[config.mk]
export PLATFORM = sky130hd
export DESIGN_NAME = dispatch_ctrl
export DESIGN_NICKNAME = d
export VERILOG_FILES = /design/src/rtl/dispatch_ctrl_pkg.sv /design/src/rtl/br_fifo.sv /design/src/rtl/dispatch_ctrl.sv
export SDC_FILE = /design/constraint.sdc
export NUM_CORES = 1
export LEC_CHECK = 0
export ABC_CLOCK_PERIOD_IN_PS = 4640
export CAP_MARGIN = 10
export CORE_MARGIN = 2
export CORE_UTILIZATION = 35
export CTS_CLUSTER_SIZE = 14
export DETAILED_ROUTE_END_ITERATION = 10
export GPL_ROUTABILITY_DRIVEN = 0
export SYNTH_ARGS = -nofsm -noshare
export SYNTH_HDL_FRONTEND = slang
export SYNTH_SLANG_ARGS = --single-unit
[constraint.sdc]
create_clock -name clk -period 4.64 [get_ports clk]
set_input_delay 0.696 -clock clk [delete_from_list [all_inputs] [get_ports clk]]
set_output_delay 0.696 -clock clk [all_outputs]
set_load 0.005 [all_outputs]
[src/rtl/dispatch_ctrl_pkg.sv]
// rtl/dispatch_ctrl_pkg.sv - shared types and constants for the dispatch control unit
//
// Purpose : FSM state encoding and execution-queue index constants shared by
//           dispatch_ctrl and its bench.
// Ports   : none (package)
package dispatch_ctrl_pkg;

  typedef enum logic {
    S_RUN      = 1'b0,
    S_REDIRECT = 1'b1
  } state_t;

  localparam logic [1:0] EQ_INT  = 2'd0;
  localparam logic [1:0] EQ_LS   = 2'd1;
  localparam logic [1:0] EQ_MULT = 2'd2;
  localparam logic [1:0] EQ_DIV  = 2'd3;

endpackage

[src/rtl/br_fifo.sv]
// rtl/br_fifo.sv - circular in-order target FIFO with push, pop, clear, count and head
//
// Purpose : holds targets of outstanding in-order items (branch targets here).
//           Clear wins over push/pop. Pop of an empty FIFO and push into a
//           full FIFO (without a simultaneous pop) are ignored.
// Ports   : clk, rst_n      clock, async active-low reset
//           i_push, i_data push strobe and data
//           i_pop          pop the head entry
//           i_clear        drop every entry
//           o_count        entries held
//           o_head         oldest entry (valid when o_count != 0)
module br_fifo #(
  parameter int DEPTH  = 2,
  parameter int W_DATA = 32,
  parameter int W_CNT  = 2
) (
  input  logic              clk,
  input  logic              rst_n,
  input  logic              i_push,
  input  logic [W_DATA-1:0] i_data,
  input  logic              i_pop,
  input  logic              i_clear,
  output logic [W_CNT-1:0]  o_count,
  output logic [W_DATA-1:0] o_head
);

  localparam int W_PTR = (DEPTH > 1) ? $clog2(DEPTH) : 1;

  logic [W_DATA-1:0] r_mem [DEPTH];
  logic [W_PTR-1:0]  r_wr_ptr;
  logic [W_PTR-1:0]  r_rd_ptr;
  logic [W_CNT-1:0]  r_count;

  logic w_empty;
  logic w_full;
  logic w_pop;
  logic w_push;

  // Wrap explicitly so non-power-of-two depths work.
  function automatic logic [W_PTR-1:0] f_inc(input logic [W_PTR-1:0] p);
    if (p == W_PTR'(DEPTH - 1)) begin
      return '0;
    end
    return p + 1'b1;
  endfunction

  assign w_empty = (r_count == '0);
  assign w_full  = (r_count == W_CNT'(DEPTH));
  assign w_pop   = i_pop & ~w_empty;
  assign w_push  = i_push & (~w_full | w_pop);

  always_ff @(posedge clk or negedge rst_n) begin
    if (!rst_n) begin
      r_wr_ptr <= '0;
      r_rd_ptr <= '0;
      r_count  <= '0;
    end else if (i_clear) begin
      r_wr_ptr <= '0;
      r_rd_ptr <= '0;
      r_count  <= '0;
    end else begin
      if (w_push) begin
        r_wr_ptr <= f_inc(r_wr_ptr);
      end
      if (w_pop) begin
        r_rd_ptr <= f_inc(r_rd_ptr);
      end
      case ({w_push, w_pop})
        2'b10:   r_count <= r_count + W_CNT'(1);
        2'b01:   r_count <= r_count - W_CNT'(1);
        default: r_count <= r_count;
      endcase
    end
  end

  // Payload storage needs no reset: entries are only read while counted.
  always_ff @(posedge clk) begin
    if (w_push && !i_clear) begin
      r_mem[r_wr_ptr] <= i_data;
    end
  end

  assign o_count = r_count;
  assign o_head  = r_mem[r_rd_ptr];

endmodule

[src/rtl/dispatch_ctrl.sv]
// rtl/dispatch_ctrl.sv - dispatch control with speculative multi-branch tracking
//
// Purpose : decides each cycle whether the IFQ head fires into an execution
//           queue, pops tags, tracks outstanding conditional branches and
//           issues registered IFQ redirects (jumps, taken branches + flush).
// Ports   : clk, reset                  clock, async active-low reset
//           dec_*                       decoded IFQ head instruction
//           equeue_ready / equeue_en    per-queue ready / one-hot enqueue
//           tagfifo_empty / tagfifo_ren tag availability / pop
//           rst_wen                     write allocated tag into RST
//           ifq_ren                     consume IFQ head
//           ifq_branch_valid/_addr      registered redirect
//           flush                       registered squash pulse
//           cdb_branch, cdb_branch_taken in-order branch resolution
//           br_count                    outstanding branches
module dispatch_ctrl
  import dispatch_ctrl_pkg::*;
#(
  parameter int N_EQ      = 4,
  parameter int W_EQIDX   = 2,
  parameter int BR_DEPTH  = 2,
  parameter int W_BRCNT   = 2,
  parameter bit MODE_SPEC = 1'b1,
  parameter int W_PC      = 32
) (
  input  logic               clk,
  input  logic               reset,
  input  logic               dec_valid,
  input  logic [W_EQIDX-1:0] dec_eqidx,
  input  logic               dec_req_equeue,
  input  logic               dec_req_tag,
  input  logic               dec_is_branch,
  input  logic               dec_is_jump,
  input  logic [W_PC-1:0]    dec_branch_addr,
  input  logic [W_PC-1:0]    dec_jump_addr,
  input  logic [N_EQ-1:0]    equeue_ready,
  output logic [N_EQ-1:0]    equeue_en,
  input  logic               tagfifo_empty,
  output logic               tagfifo_ren,
  output logic               rst_wen,
  output logic               ifq_ren,
  output logic               ifq_branch_valid,
  output logic [W_PC-1:0]    ifq_branch_addr,
  output logic               flush,
  input  logic               cdb_branch,
  input  logic               cdb_branch_taken,
  output logic [W_BRCNT-1:0] br_count
);

  state_t            r_state;
  state_t            w_state_next;
  logic              r_redir_valid;
  logic              w_redir_valid_next;
  logic [W_PC-1:0]   r_redir_addr;
  logic [W_PC-1:0]   w_redir_addr_next;
  logic              r_flush;
  logic              w_flush_next;

  logic [W_BRCNT-1:0] w_br_count;
  logic [W_PC-1:0]    w_br_head;
  logic               w_br_busy;
  logic               w_taken_res;
  logic               w_br_ok;
  logic               w_stall_spec;
  logic               w_eq_ok;
  logic               w_tag_ok;
  logic               w_fire;

  assign w_br_busy   = (w_br_count != '0);
  assign w_taken_res = cdb_branch & cdb_branch_taken & w_br_busy;

  // Non-speculative mode behaves as depth 1: a branch may only fire into an
  // empty tracker, and nothing at all fires while one is outstanding.
  assign w_br_ok = ~dec_is_branch |
                   ((MODE_SPEC != 1'b0) ? (w_br_count < W_BRCNT'(BR_DEPTH)) : ~w_br_busy);
  assign w_stall_spec = (MODE_SPEC == 1'b0) & w_br_busy;

  assign w_eq_ok  = ~dec_req_equeue | equeue_ready[dec_eqidx];
  assign w_tag_ok = ~dec_req_tag | ~tagfifo_empty;

  // Gated by reset so every combinational strobe is quiet while held in reset.
  assign w_fire = reset & (r_state == S_RUN) & dec_valid & ~w_taken_res &
                  ~w_stall_spec & w_br_ok & w_eq_ok & w_tag_ok;

  always_comb begin
    equeue_en            = '0;
    equeue_en[dec_eqidx] = w_fire & dec_req_equeue;
  end

  assign ifq_ren     = w_fire;
  assign tagfifo_ren = w_fire & dec_req_tag;
  assign rst_wen     = w_fire & dec_req_tag;

  br_fifo #(
    .DEPTH  (BR_DEPTH),
    .W_DATA (W_PC),
    .W_CNT  (W_BRCNT)
  ) u_br_fifo (
    .clk     (clk),
    .rst_n   (reset),
    .i_push  (w_fire & dec_is_branch),
    .i_data  (dec_branch_addr),
    .i_pop   (cdb_branch),
    .i_clear (w_taken_res),
    .o_count (w_br_count),
    .o_head  (w_br_head)
  );

  // Taken resolution outranks a jump; w_fire already excludes taken cycles.
  // S_REDIRECT always falls back to S_RUN, so the redirect and flush strobes
  // are single-cycle pulses.
  always_comb begin
    w_state_next       = S_RUN;
    w_redir_valid_next = 1'b0;
    w_redir_addr_next  = r_redir_addr;
    w_flush_next       = 1'b0;
    if (w_taken_res) begin
      w_state_next       = S_REDIRECT;
      w_redir_valid_next = 1'b1;
      w_redir_addr_next  = w_br_head;
      w_flush_next       = 1'b1;
    end else if (w_fire && dec_is_jump) begin
      w_state_next       = S_REDIRECT;
      w_redir_valid_next = 1'b1;
      w_redir_addr_next  = dec_jump_addr;
    end
  end

  always_ff @(posedge clk or negedge reset) begin
    if (!reset) begin
      r_state       <= S_RUN;
      r_redir_valid <= 1'b0;
      r_redir_addr  <= '0;
      r_flush       <= 1'b0;
    end else begin
      r_state       <= w_state_next;
      r_redir_valid <= w_redir_valid_next;
      r_redir_addr  <= w_redir_addr_next;
      r_flush       <= w_flush_next;
    end
  end

  assign ifq_branch_valid = r_redir_valid;
  assign ifq_branch_addr  = r_redir_addr;
  assign flush            = r_flush;
  assign br_count         = w_br_count;

endmodule
# After elaboration in Yosys (flattened, before gate mapping)
# Memory sizes are Yosys's and may differ from the RTL's.
# Cells that the tools add are included.
# classes
n_addsub,4
n_mux,27
n_bitwise,26
reduce_logical,10
magnitude_cmp,3
n_eq_ne,3
# op_table
op,count
32-bit two-way mux,2
1-bit two-way mux,21
1-bit AND,13
1-bit inverter,8
2-bit nonzero test,4
4-bit AND,1
2-bit == test (second input constant),2
1-bit bitwise OR,4
2-bit one-hot mux with 2 select lines,1
1-bit logical AND,3
2-bit by 3-bit < comparator with 1-bit output (second input constant),1
3-bit nonzero test,1
1-bit adder (second input constant),2
2-bit by 1-bit adder with 2-bit output (second input constant),1
1-bit binary-select mux with 2-bit select,1
1-bit demux with 2-bit select,1
2-bit by 1-bit == test with 1-bit output (second input constant),1
2-bit by 1-bit greater-or-equal comparator with 1-bit output (second input constant),1
2-bit logical NOT,1
2-bit < comparator (second input constant),1
2-bit two-way mux,1
2-bit by 1-bit subtractor with 2-bit output (second input constant),1
1-bit logical NOT,1
# word_totals
regBits,38
out_inout_bits,43
n_memories,1
word_cells,80
in_bits,80
ram_bits,64
# mem_list
memory,depth,word_bits,rd,rd_clocked_by_memory_dff,wr,line_no,source
u_br_fifo.r_mem,2,32,1,0,1,br_fifo.sv:29,logic [W_DATA-1:0] r_mem [DEPTH];

# Longest topological paths before layout
# logic_depth
depth_word,14
ltp_mapped,9
depth_no_buf,9

# Modules after synthesis
# Synthesis repeated with hierarchy kept, for this count alone.
# unflattened
hier_cells,254
hier_area_um2,4210.3
# by_module_without_submodules
module,cells_each,area_each_um2,n_inst,seq_area_each_um2
br_fifo,125,2563.7,1,2021.9
dispatch_ctrl,129,1646.6,1,850.8

# Worst setup path before layout
# OpenSTA, ideal clock, no wires.
# synth_path
path_type,input -> register
start,input port dec_is_branch
end,"memory u_br_fifo.r_mem[0][0], enable pin"
cell_stages,4
setup_ns,0.421
path_slack_ns,1.619
n_path_buf,0
t_required_ns,4.219
arrival_time_ns,2.601
path_cell_list,a22o_1 -> nor2_1 -> nand4_1 -> nor2_1
# synth_between
elab_chain_cells,10
# synth_lines
item,line_no,source
from (decl),dispatch_ctrl.sv:32,"input logic dec_is_branch,"
1-bit inverter,dispatch_ctrl.sv:74,assign w_br_ok = ~dec_is_branch |
1-bit bitwise OR,dispatch_ctrl.sv:74,
1-bit AND (3 in series),dispatch_ctrl.sv:83,~w_stall_spec & w_br_ok & w_eq_ok & w_tag_ok;
1-bit AND *,dispatch_ctrl.sv:101,".i_push (w_fire & dec_is_branch),"
1-bit AND *,br_fifo.sv:50,assign w_push = i_push & (~w_full | w_pop);
1-bit logical AND *,br_fifo.sv:78,if (w_push && !i_clear) begin
1-bit two-way mux *,br_fifo.sv:78,
1-bit two-way mux (not written as such) *,br_fifo.sv:79,r_mem[r_wr_ptr] <= i_data;
to (decl),br_fifo.sv:29,
# Every way passes the cells marked *; elsewhere a longest branch is shown, timed or not.

# Worst setup path in the final report
# layout_path
start,input port cdb_branch
end,output port tagfifo_ren
# layout_between
elab_chain_cells,8
# layout_lines
item,line_no,source
from (decl),dispatch_ctrl.sv:45,"input logic cdb_branch,"
1-bit AND (2 in series),dispatch_ctrl.sv:70,assign w_taken_res = cdb_branch & cdb_branch_taken & w_br_busy;
named net u_br_fifo.i_clear,br_fifo.sv:22,"input logic i_clear,"
1-bit inverter,dispatch_ctrl.sv:82,assign w_fire = reset & (r_state == S_RUN) & dec_valid & ~w_taken_res &
1-bit AND,dispatch_ctrl.sv:82,
1-bit AND (3 in series),dispatch_ctrl.sv:83,
1-bit AND,dispatch_ctrl.sv:91,assign tagfifo_ren = w_fire & dec_req_tag;
to (decl),dispatch_ctrl.sv:39,"output logic tagfifo_ren,"
# The timed path passes the listed nets, and every way through them passes these cells.

==> reports/qor.yml <==
timing:
  rsz0062_at_grt: "false"
  setup_viol: 0
  finalWorstSetupSlack_ns: 1.33
  slew_headroom_pct: 31.5
  fin_skew_ns: 0.0143
  hold_violations: 0
  min_period_ns: 3.31
  fmax_ghz: 0.302
  drv_slew: 0
  tightest_slew_ns: 1.03
  period_share_pct: 71.4
  setup_tns_ns: 0
detailed_routing:
  routed_via_density: 4.65
  drtPass1Iterations: 4
  wire_per_inst_um: 15.2
  drtIter0Drc: 84
  wirelength_um: 9020
  ant_nets: 0
  vias: 2758
  drc: 0
cts:
  cts_tree: "yes"
  ctsHoldBuffers: 0
  htree_levels: 3
  post_cts_buffers: 0
  cts_resized: 0
  cts_buffers: 9
  clock_path_buffers: 2
  clock_latency_ns: 0.34
  cts_sinks: 102
  cts_root_buf: "clkbuf_16"
  clkTransAtPathRegs_ns: 0.08
final_layout:
  seqCellArea_um2: 2870
  drive_gt1_share_pct: 5.83
  syn_to_final_growth_pct: 39.3
  multi_input_area_um2: 1220
  antenna_cells: 0
  final_common_cell: "clkdlybuf4s50_1"
  fin_nets: 522
  nFillCells: 1096
  final_cell_mix: "clkdlybuf4s50_1, mux2i_1, edfxtp_1"
synthesis:
  synth.area.top_cells: "edfxtp_1, dfrtp_1, mux2i_1"
  yosysWarningCount: 0
  synth_top_cell_area_share_pct: 44.7
  syn_inst: 321
  ys_seq_elements: 102
  syn_nets: 402
  ys_types: 33
  yosysSeqAreaShare_pct: 66.9
  synth.largest_area_cell: "edfxtp_1"
  synth_area_per_cell_um2: 13.4
  syn-cell-area_um2: 4300
critical_path:
  crit_required_ns: 3.94
  cp.arrival_ns: 2.62
  r2r_end: "u_br_fifo.r_mem[0][4]"
  r2r_cells: 4
  ff2ff_setup_slack_ns: 1.99
  worst-path-max-fanout: 8
  r2r_start: "u_br_fifo.o_count[1]"
  cp-start-kind: "input port"
  criticalPathCategory: "in -> out"
  critPathCaptureType: "output pin"
die:
  die_area_um2: 13200
  initial_core_util_pct: 35.8
  die_x_um: 115
  rows: 40
  die_h_um: 115
  coreArea_um2: 12000
  io_pins: 123
power:
  p_leak_nw: 2.53
  total_power_mw: 2.93
  powerDensity_nw_per_um2: 490
  ir_drop_v: 0.000187
place:
  dp_hpwl_um: 5980
  pre_cts_ws_ns: 1.28
  port_buffers: 122
global_route:
  grt_max_degree: 68
  antenna_found_initial: 0
  overflow: 0
  grt_use_total_pct: 14.4
  grt_pass1_wl_um: 14400
  grt_pass1_vias: 2811
flow_run:
  drv_cap: 0
status:
  status: "completed"
hold_path:
  hold_path_class: "in -> async"
-- synthesized netlist by cell type (all sizes together) --
| cell type | count |
|---|---|
| ha | 1 |
| or2 | 1 |
| o21ai | 2 |
| nand2b | 4 |
| inv | 34 |
| edfxtp | 64 |
| o211ai | 1 |
| clkbuf | 6 |
| and3 | 2 |
| xnor2 | 1 |
| a21boi | 1 |
| a21oi | 33 |
| buf | 9 |
| nor2 | 36 |
| nor4 | 4 |
| a21o | 1 |
| dfrtp | 38 |
| xor2 | 1 |
| a22o | 1 |
| or3 | 1 |
| and2 | 1 |
| nand3b | 2 |
| mux2i | 65 |
| nand4 | 4 |
| nand2 | 6 |
| nor3 | 2 |
-- cell type report --
class | instances | share of cell area [%]
clock buffers | 9 | 3.76
clock inverters | 7 | 1.92
inverters | 34 | 2.13
multi-input cells | 170 | 20.5
flip-flops and latches | 102 | 48.0
well taps | 147 | 3.07
repair buffers | 124 | 20.6
-- state kept, by name, indices dropped and copies added, names as in the netlist --
register and cells:
flush 1, ifq_branch_addr 32, ifq_branch_valid 1, u_br_fifo.o_count 2
u_br_fifo.r_mem 64, u_br_fifo.r_rd_ptr 1, u_br_fifo.r_wr_ptr 1
-- per-layer routing --
| metal | global-route usage (%) | vias to the layer above | wire [um] |
|---|---|---|---|
| li1 | - | 1372 | - |
| met1 | 18.0 | 1297 | 3870 |
| met2 | 24.4 | 83 | 4520 |
| met3 | 3.53 | 6 | 531 |
| met4 | 5.06 | 0 | 100 |
| met5 | 0 | - | 0 |
-- worst max-delay path: stages --
cell and delay, ns:
clkdlybuf4s50_1 0.49, o211ai_4 0.12, inv_2 0.11, nor3_4 0.24, and3_1 0.26, and2_1 0.17, clkdlybuf4s50_1 0.52
-- per-stage QoR --
step                cell area (um2)  util (%)  hold slack [ns]  cells
finish                         5980      49.8            0.512    593
global route                   5980      49.8            0.560    593
CTS                            5980      49.8            0.543    593
global placement               5640      47.0            0.525    577
floorplan                      4300         -            0.400    321
detailed placement             5640      47.0            0.544    577
-- how the worst max path moves through the flow --
stage,to,startpoint,depth (start not counted),slack [ns]
CTS,tagfifo_ren,cdb_branch,7,1.31
global route,tagfifo_ren,cdb_branch,7,1.20
global placement,u_br_fifo.r_mem[0][8],cdb_branch,5,1.31
floorplan,u_br_fifo.r_mem[0][0],dec_is_branch,4,1.62
detailed placement,u_br_fifo.r_mem[0][8],cdb_branch,5,1.28
finish,tagfifo_ren,cdb_branch,7,1.33
-- logic make-up after synthesis --
family                     after synthesis  synth area share, %
DFF                                    102                 66.9
buffers and inverters                   49                 5.01
muxes                                   65                 15.1
AOI/OAI and AO/OA                       39                 4.92
xor gates and xnor gates                 2                0.408
and+or+nand+nor                         63                 7.34
adders and majority gates                1                0.291
-- where the power goes --
group          total, mW  internal, mW  switching [mW]
logic              0.791         0.508           0.283
registers           1.30          1.14           0.167
clock network      0.838         0.487           0.351
Power figures use the tool's default switching activity.
